## src/rtl/row_data_loader.sv

```systemverilog
// row_data_loader
// Collects a 32-bit word stream (valid/ready, start-of-frame flag) into
// 384-bit rows and issues one write strobe per row. Rows are addressed
// panel-major across a NUM_PANELS x NUM_ROWS frame. row_data and the
// addresses are registered. They change only when the last word of a row
// is captured, so they stay stable across the write strobe.
module row_data_loader #(
  parameter  int WORD_WIDTH    = 32,
  parameter  int WORDS_PER_ROW = 12,
  parameter  int NUM_ROWS      = 16,
  parameter  int NUM_PANELS    = 4,
  localparam int ROW_W         = WORD_WIDTH * WORDS_PER_ROW,
  localparam int ROW_AW        = $clog2(NUM_ROWS),
  localparam int PANEL_AW      = $clog2(NUM_PANELS)
) (
  input  logic                  clk,
  input  logic                  reset_n,
  input  logic [WORD_WIDTH-1:0] in_data,
  input  logic                  in_valid,
  input  logic                  in_sof,
  output logic                  in_ready,
  output logic [ROW_W-1:0]      row_data,
  output logic [ROW_AW-1:0]     row_data_row_addr,
  output logic [PANEL_AW-1:0]   row_data_panel_addr,
  output logic                  row_data_write_enable,
  output logic                  frame_done,
  output logic                  sof_error,
  output logic [7:0]            frame_count
);

  localparam int IDX_W = $clog2(WORDS_PER_ROW);
  localparam logic [IDX_W-1:0]    LAST_IDX   = IDX_W'(WORDS_PER_ROW - 1);
  localparam logic [ROW_AW-1:0]   LAST_ROW   = ROW_AW'(NUM_ROWS - 1);
  localparam logic [PANEL_AW-1:0] LAST_PANEL = PANEL_AW'(NUM_PANELS - 1);

  typedef enum logic [1:0] {
    ST_RST_WAIT,
    ST_IDLE,
    ST_COLLECT,
    ST_WRITE
  } state_t;

  state_t                 r_state;
  logic [IDX_W-1:0]       r_word_idx;
  logic [ROW_AW-1:0]      r_row;
  logic [PANEL_AW-1:0]    r_panel;

  // Words 0..WORDS_PER_ROW-2 of the row in progress. The final word goes
  // straight into row_data, so it needs no shadow slot.
  logic [WORDS_PER_ROW-2:0][WORD_WIDTH-1:0] r_shadow;

  logic                   r_in_ready;
  logic [ROW_W-1:0]       r_row_data;
  logic [ROW_AW-1:0]      r_row_addr;
  logic [PANEL_AW-1:0]    r_panel_addr;
  logic                   r_write_enable;
  logic                   r_frame_done;
  logic                   r_sof_error;
  logic [7:0]             r_frame_count;

  logic                   w_xfer;
  logic                   w_sof_xfer;
  logic                   w_data_xfer;
  logic                   w_frame_end;

  // A transfer happens only while the loader advertises ready.
  // in_sof is therefore ignored whenever in_valid or in_ready is low.
  assign w_xfer      = in_valid & r_in_ready;
  assign w_sof_xfer  = w_xfer & in_sof;
  assign w_data_xfer = w_xfer & ~in_sof & (r_state == ST_COLLECT);
  assign w_frame_end = (r_row == LAST_ROW) && (r_panel == LAST_PANEL);

  // Shadow buffer: a start-of-frame word always lands in slot 0. Later
  // words land in their slot, except the last word of a row.
  // NOTE: this buffer has no reset. Every slot is rewritten before row_data
  // ever reads it, so clearing it would only add load to the reset net.
  always_ff @(posedge clk) begin
    if (w_sof_xfer) begin
      r_shadow[0] <= in_data;
    end else if (w_data_xfer && (r_word_idx != LAST_IDX)) begin
      r_shadow[r_word_idx] <= in_data;
    end
  end

  // Control FSM with registered handshake, strobes, row register and counters.
  // NOTE: all state here uses non-blocking assignments. Every register then
  // samples the pre-edge values of the others, whatever the statement order.
  always_ff @(posedge clk or negedge reset_n) begin
    if (!reset_n) begin
      r_state        <= ST_RST_WAIT;
      r_word_idx     <= '0;
      r_row          <= '0;
      r_panel        <= '0;
      r_in_ready     <= 1'b0;
      r_row_data     <= '0;
      r_row_addr     <= '0;
      r_panel_addr   <= '0;
      r_write_enable <= 1'b0;
      r_frame_done   <= 1'b0;
      r_sof_error    <= 1'b0;
      r_frame_count  <= '0;
    end else begin
      r_write_enable <= 1'b0;
      r_frame_done   <= 1'b0;
      r_sof_error    <= 1'b0;

      unique case (r_state)
        ST_RST_WAIT: begin
          r_in_ready <= 1'b1;
          r_state    <= ST_IDLE;
        end

        ST_IDLE: begin
          // Words without in_sof are consumed and dropped. A frame opens on in_sof.
          if (w_sof_xfer) begin
            r_word_idx <= IDX_W'(1);
            r_row      <= '0;
            r_panel    <= '0;
            r_state    <= ST_COLLECT;
          end
        end

        ST_COLLECT: begin
          if (w_sof_xfer) begin
            // Resync: drop the partial row, restart the frame at p0r0.
            r_sof_error <= 1'b1;
            r_word_idx  <= IDX_W'(1);
            r_row       <= '0;
            r_panel     <= '0;
          end else if (w_data_xfer) begin
            if (r_word_idx == LAST_IDX) begin
              r_row_data     <= {in_data, r_shadow};
              r_row_addr     <= r_row;
              r_panel_addr   <= r_panel;
              r_write_enable <= 1'b1;
              r_in_ready     <= 1'b0;
              r_word_idx     <= '0;
              r_state        <= ST_WRITE;
            end else begin
              r_word_idx <= r_word_idx + 1'b1;
            end
          end
        end

        ST_WRITE: begin
          r_in_ready <= 1'b1;
          if (w_frame_end) begin
            r_row         <= '0;
            r_panel       <= '0;
            r_frame_done  <= 1'b1;
            r_frame_count <= r_frame_count + 8'd1;
            r_state       <= ST_IDLE;
          end else begin
            if (r_row == LAST_ROW) begin
              r_row   <= '0;
              r_panel <= r_panel + 1'b1;
            end else begin
              r_row <= r_row + 1'b1;
            end
            r_state <= ST_COLLECT;
          end
        end

        default: begin
          r_in_ready <= 1'b0;
          r_state    <= ST_RST_WAIT;
        end
      endcase
    end
  end

  assign in_ready              = r_in_ready;
  assign row_data              = r_row_data;
  assign row_data_row_addr     = r_row_addr;
  assign row_data_panel_addr   = r_panel_addr;
  assign row_data_write_enable = r_write_enable;
  assign frame_done            = r_frame_done;
  assign sof_error             = r_sof_error;
  assign frame_count           = r_frame_count;

endmodule

```

## config.mk

```make
export PLATFORM = sky130hd
export DESIGN_NAME = row_data_loader
export DESIGN_NICKNAME = d
export VERILOG_FILES = /design/src/rtl/row_data_loader.sv
export SDC_FILE = /design/constraint.sdc
export NUM_CORES = 1
export LEC_CHECK = 0
export ABC_AREA = 1
export CAP_MARGIN = 20
export CORE_ASPECT_RATIO = 0.7
export CORE_MARGIN = 10
export CORE_UTILIZATION = 48
export CTS_CLUSTER_DIAMETER = 100
export DETAILED_ROUTE_END_ITERATION = 7
export PLACE_DENSITY_LB_ADDON = 0.08
export SETUP_SLACK_MARGIN = 0.2
export SYNTH_ARGS = -nofsm -noshare
export SYNTH_HDL_FRONTEND = slang
export SYNTH_SLANG_ARGS = --single-unit
```

## constraint.sdc

```tcl
create_clock -name clk -period 3.9 [get_ports clk]
set_input_delay 0.78 -clock clk [delete_from_list [all_inputs] [get_ports clk]]
set_output_delay 0.78 -clock clk [all_outputs]
set_load 0.005 [all_outputs]
```

==> summary.md <==
| Metric | Value |
|---|---|
| Global-route wire length before repair | 106,000 um |
| Starting Density | 0.489 |
| Post-CTS Setup Bufs | 0 |
| Register Area | 20,900 sq um |
| PortBufs | 437 |
| Worst setup EP type | register |
| Vias per Instance | 4.88 |
| WL/cell | 20.2 um |
| Total gr overflow | 0 |
| Status | finished, final reports clean |
| Max Cap Viol | 0 |
| Maximum fanout along the worst path | 32 |
| Endpoints failing setup | 0 |
| Final Critical Period | 2.55 ns |
| Final max-slew violation count | 0 |
| # clock sinks | 766 |
| Clock tree buffer depth | 3 |
| Setup WS pre-CTS | 0.784 ns |
| Worst-Skew Late Latency | 0.61 ns |
| CTS Buf Count | 72 |
| Routed via count | 17,000 |
| Die width | 305 um |
| Synth Net Count | 2,274 |
| H-tree Lvls | 3 |
| Diodes inserted | 0 |
| Clock skew | 0.0159 ns |
| Core Region | 55,700 sq um |
| Fillers | 4,382 |
| Via count of the first global-routing pass | 17,200 |
| Top Ports | 438 |
| Clock-pin transition on the worst setup and hold timing paths | 0.06 ns |
| Largest net degree at the start of global routing | 143 |
| Worst Tran Pin Value | 0.868 ns |
| Post-Synthesis Cell Area | 27,200 sq um |
| GRT Total Usage | 0.207 |
| Die Span Y | 219 um |
| Nature of the critical path startpoint | primary input |
| Fmax | 392 MHz |
| Unique masters post-synth | 22 |
| Hold crit path type | primary input to async pin |
| Pre-antenna DRT Iters | 5 |
| Gpl congestion | 0.815 |
| Fin nets | 2,726 |
| Setup TNS | 0 ns |
| Critical path type | primary input to register |
| Leakage | 15.2 nW |
| CTS tree | done |
| Slew margin rel. | 0.419 |
| Final critical-path share of the clock period | 0.653 |
| Sequential cell area fraction in the yosys report | 0.769 |
| Number of synthesized register bits | 766 |
| Worst IR Drop VDD | 0.312 mV |
| Layout cells sized above 1 | 0.0570 |
| Total wire length | 70,100 um |
| Required time of the critical path | 4.13 ns |
| Multi-input gate area | 4340 sq um |
| Cts hold-fix bufs | 0 |
| Arrival @ worst endpoint | 2.78 ns |
| Initial antenna violation count | 0 |
| Post-route ant nets | 0 |
| Overall power | 0.0213 W |
| Clock root buffer master | clkbuf_16 |
| Post-route DRC violation count | 0 |
| Synth warnings | 0 |
| Synth-to-layout area growth | 28.4% |
| Final hold violation count | 0 |
| Die footprint | 66,800 sq um |
| PD cells | 609 nW/um^2 |
| First DRT Iteration DRCs | 1,394 |
| Core Rows | 72 |
| Post_cts resized | 0 |
| RSZ-0062 raised after global routing | no |
| DPL Wire Length | 45,900 um |
| Setup slack after layout | 1.35 ns |
| Cells after synthesis | 2,226 |
| Avg Inst Size Synth | 12.2 sq um |
==> cell type report <==
type | instances | area share
sequential | 766 | 0.599
timing repair buffer | 467 | 0.136
multi-input combinational | 947 | 0.124
clock buffer | 107 | 0.0615
inverter | 424 | 0.0455
tap | 740 | 0.0265
clock inverter | 25 | 0.00730
==> logic make-up (layout without fill, tap and decap cells) <==
| kind of cell | after synthesis | count (layout) | share of synthesized area |
|---|---|---|---|
| buffers and inverters | 513 | 1023 | 0.0745 |
| AOI/OAI and AO/OA | 411 | 411 | 0.0757 |
| adders and majority gates | 12 | 12 | 0.00551 |
| xor gates and xnor gates | 5 | 5 | 0.00161 |
| and+or+nand+nor | 519 | 519 | 0.0740 |
| DFF | 766 | 766 | 0.769 |
==> flip-flops by register name, summed over array words and instances, names as in the netlist <==
register / count
r_state: 2
in_ready: 1
row_data_row_addr: 4
frame_done: 1
row_data: 384
r_shadow: 352
sof_error: 1
r_panel: 2
row_data_write_enable: 1
row_data_panel_addr: 2
r_row: 4
frame_count: 8
r_word_idx: 4
==> placed cells by master (no fill, tap or decap), types with 5 or more instances in the layout <==
master	synthesis	final
nand3_1	10	10
dfrtp_1	414	414
clkinv_1	0	5
clkbuf_16	0	76
nor3_2	0	7
nand2_1	407	407
buf_12	0	13
edfxtp_1	352	352
buf_4	0	17
clkinv_2	0	12
bufinv_16	0	5
clkbuf_1	6	18
inv_1	424	424
clkdlybuf4s50_1	0	436
clkbuf_8	0	13
ha_1	12	12
nor2_1	83	80
o21ai_0	372	371
a21oi_1	37	37
==> cells in the mapped netlist <==
cell type,count,area [sq um]
inv_1,424,1590
dfrtp_1,414,10400
nand2_1,407,1530
o21ai_0,372,1860
edfxtp_1,352,10600
buf_2,83,415
nor2_1,83,312
a21oi_1,37,185
ha_1,12,150
nand3_1,10,50.1
nor3_1,8,40.0
clkbuf_1,6,22.5
nand4_1,4,25.0
xor2_1,3,26.3
nand3b_1,2,15.0
or2_2,2,12.5
xnor2_1,2,17.5
nand3_2,1,10.0
nor2_2,1,6.26
nor3_4,1,16.3
o21a_1,1,7.51
o22ai_1,1,6.26
==> report_power, final <==
group          switching (W)  leakage (nW)  internal [W]  total (W)
sequential          0.000784          7.18       0.00958     0.0104
clock                0.00295          1.19       0.00416    0.00710
combinational        0.00170          6.80       0.00212    0.00382
total                0.00543          15.2        0.0159     0.0213
==> worst max-delay path, cell delays in order <==
cell,delay [ns]
clkdlybuf4s50_1,0.46
nand2_1,0.12
nor2_2,0.22
nand3_1,0.44
o21ai_4,0.27
buf_4,0.46
==> per-stage QoR <==
stage           util  instances  hold slack, ns  instance area, sq um
2_1_floorplan      -       2226           0.430                 27200
3_3_place_gp   0.585       3344           0.433                 32600
3_5_place_dp   0.585       3344           0.439                 32600
4_1_cts        0.628       3476           0.103                 35000
5_1_grt        0.628       3476          0.0981                 35000
6_report       0.628       3476          0.0848                 35000
==> routing by layer <==
metal	up-vias	part of all wire	global-route usage
met5	-	0.0013	0.0102
met4	2	0.023	0.0573
met3	110	0.069	0.0517
met2	509	0.49	0.346
met1	8331	0.42	0.267
li1	7999	-	-
==> worst paths after layout <==
check | start | end | slack [ns] | cells past startpoint
max in group asynchronous | reset_n | row_data[20] | 2.79 | 3
min in group clk | r_shadow[16] | row_data[16] | 0.44 | 2
max | in_valid | r_shadow[16] | 1.35 | 6
min reg2reg | r_shadow[16] | row_data[16] | 0.44 | 2
max reg2reg | r_state[0] | r_shadow[16] | 1.40 | 5
min | reset_n | row_data[236] | 0.08 | 1
Note: power is estimated with default switching activity, not from simulation.
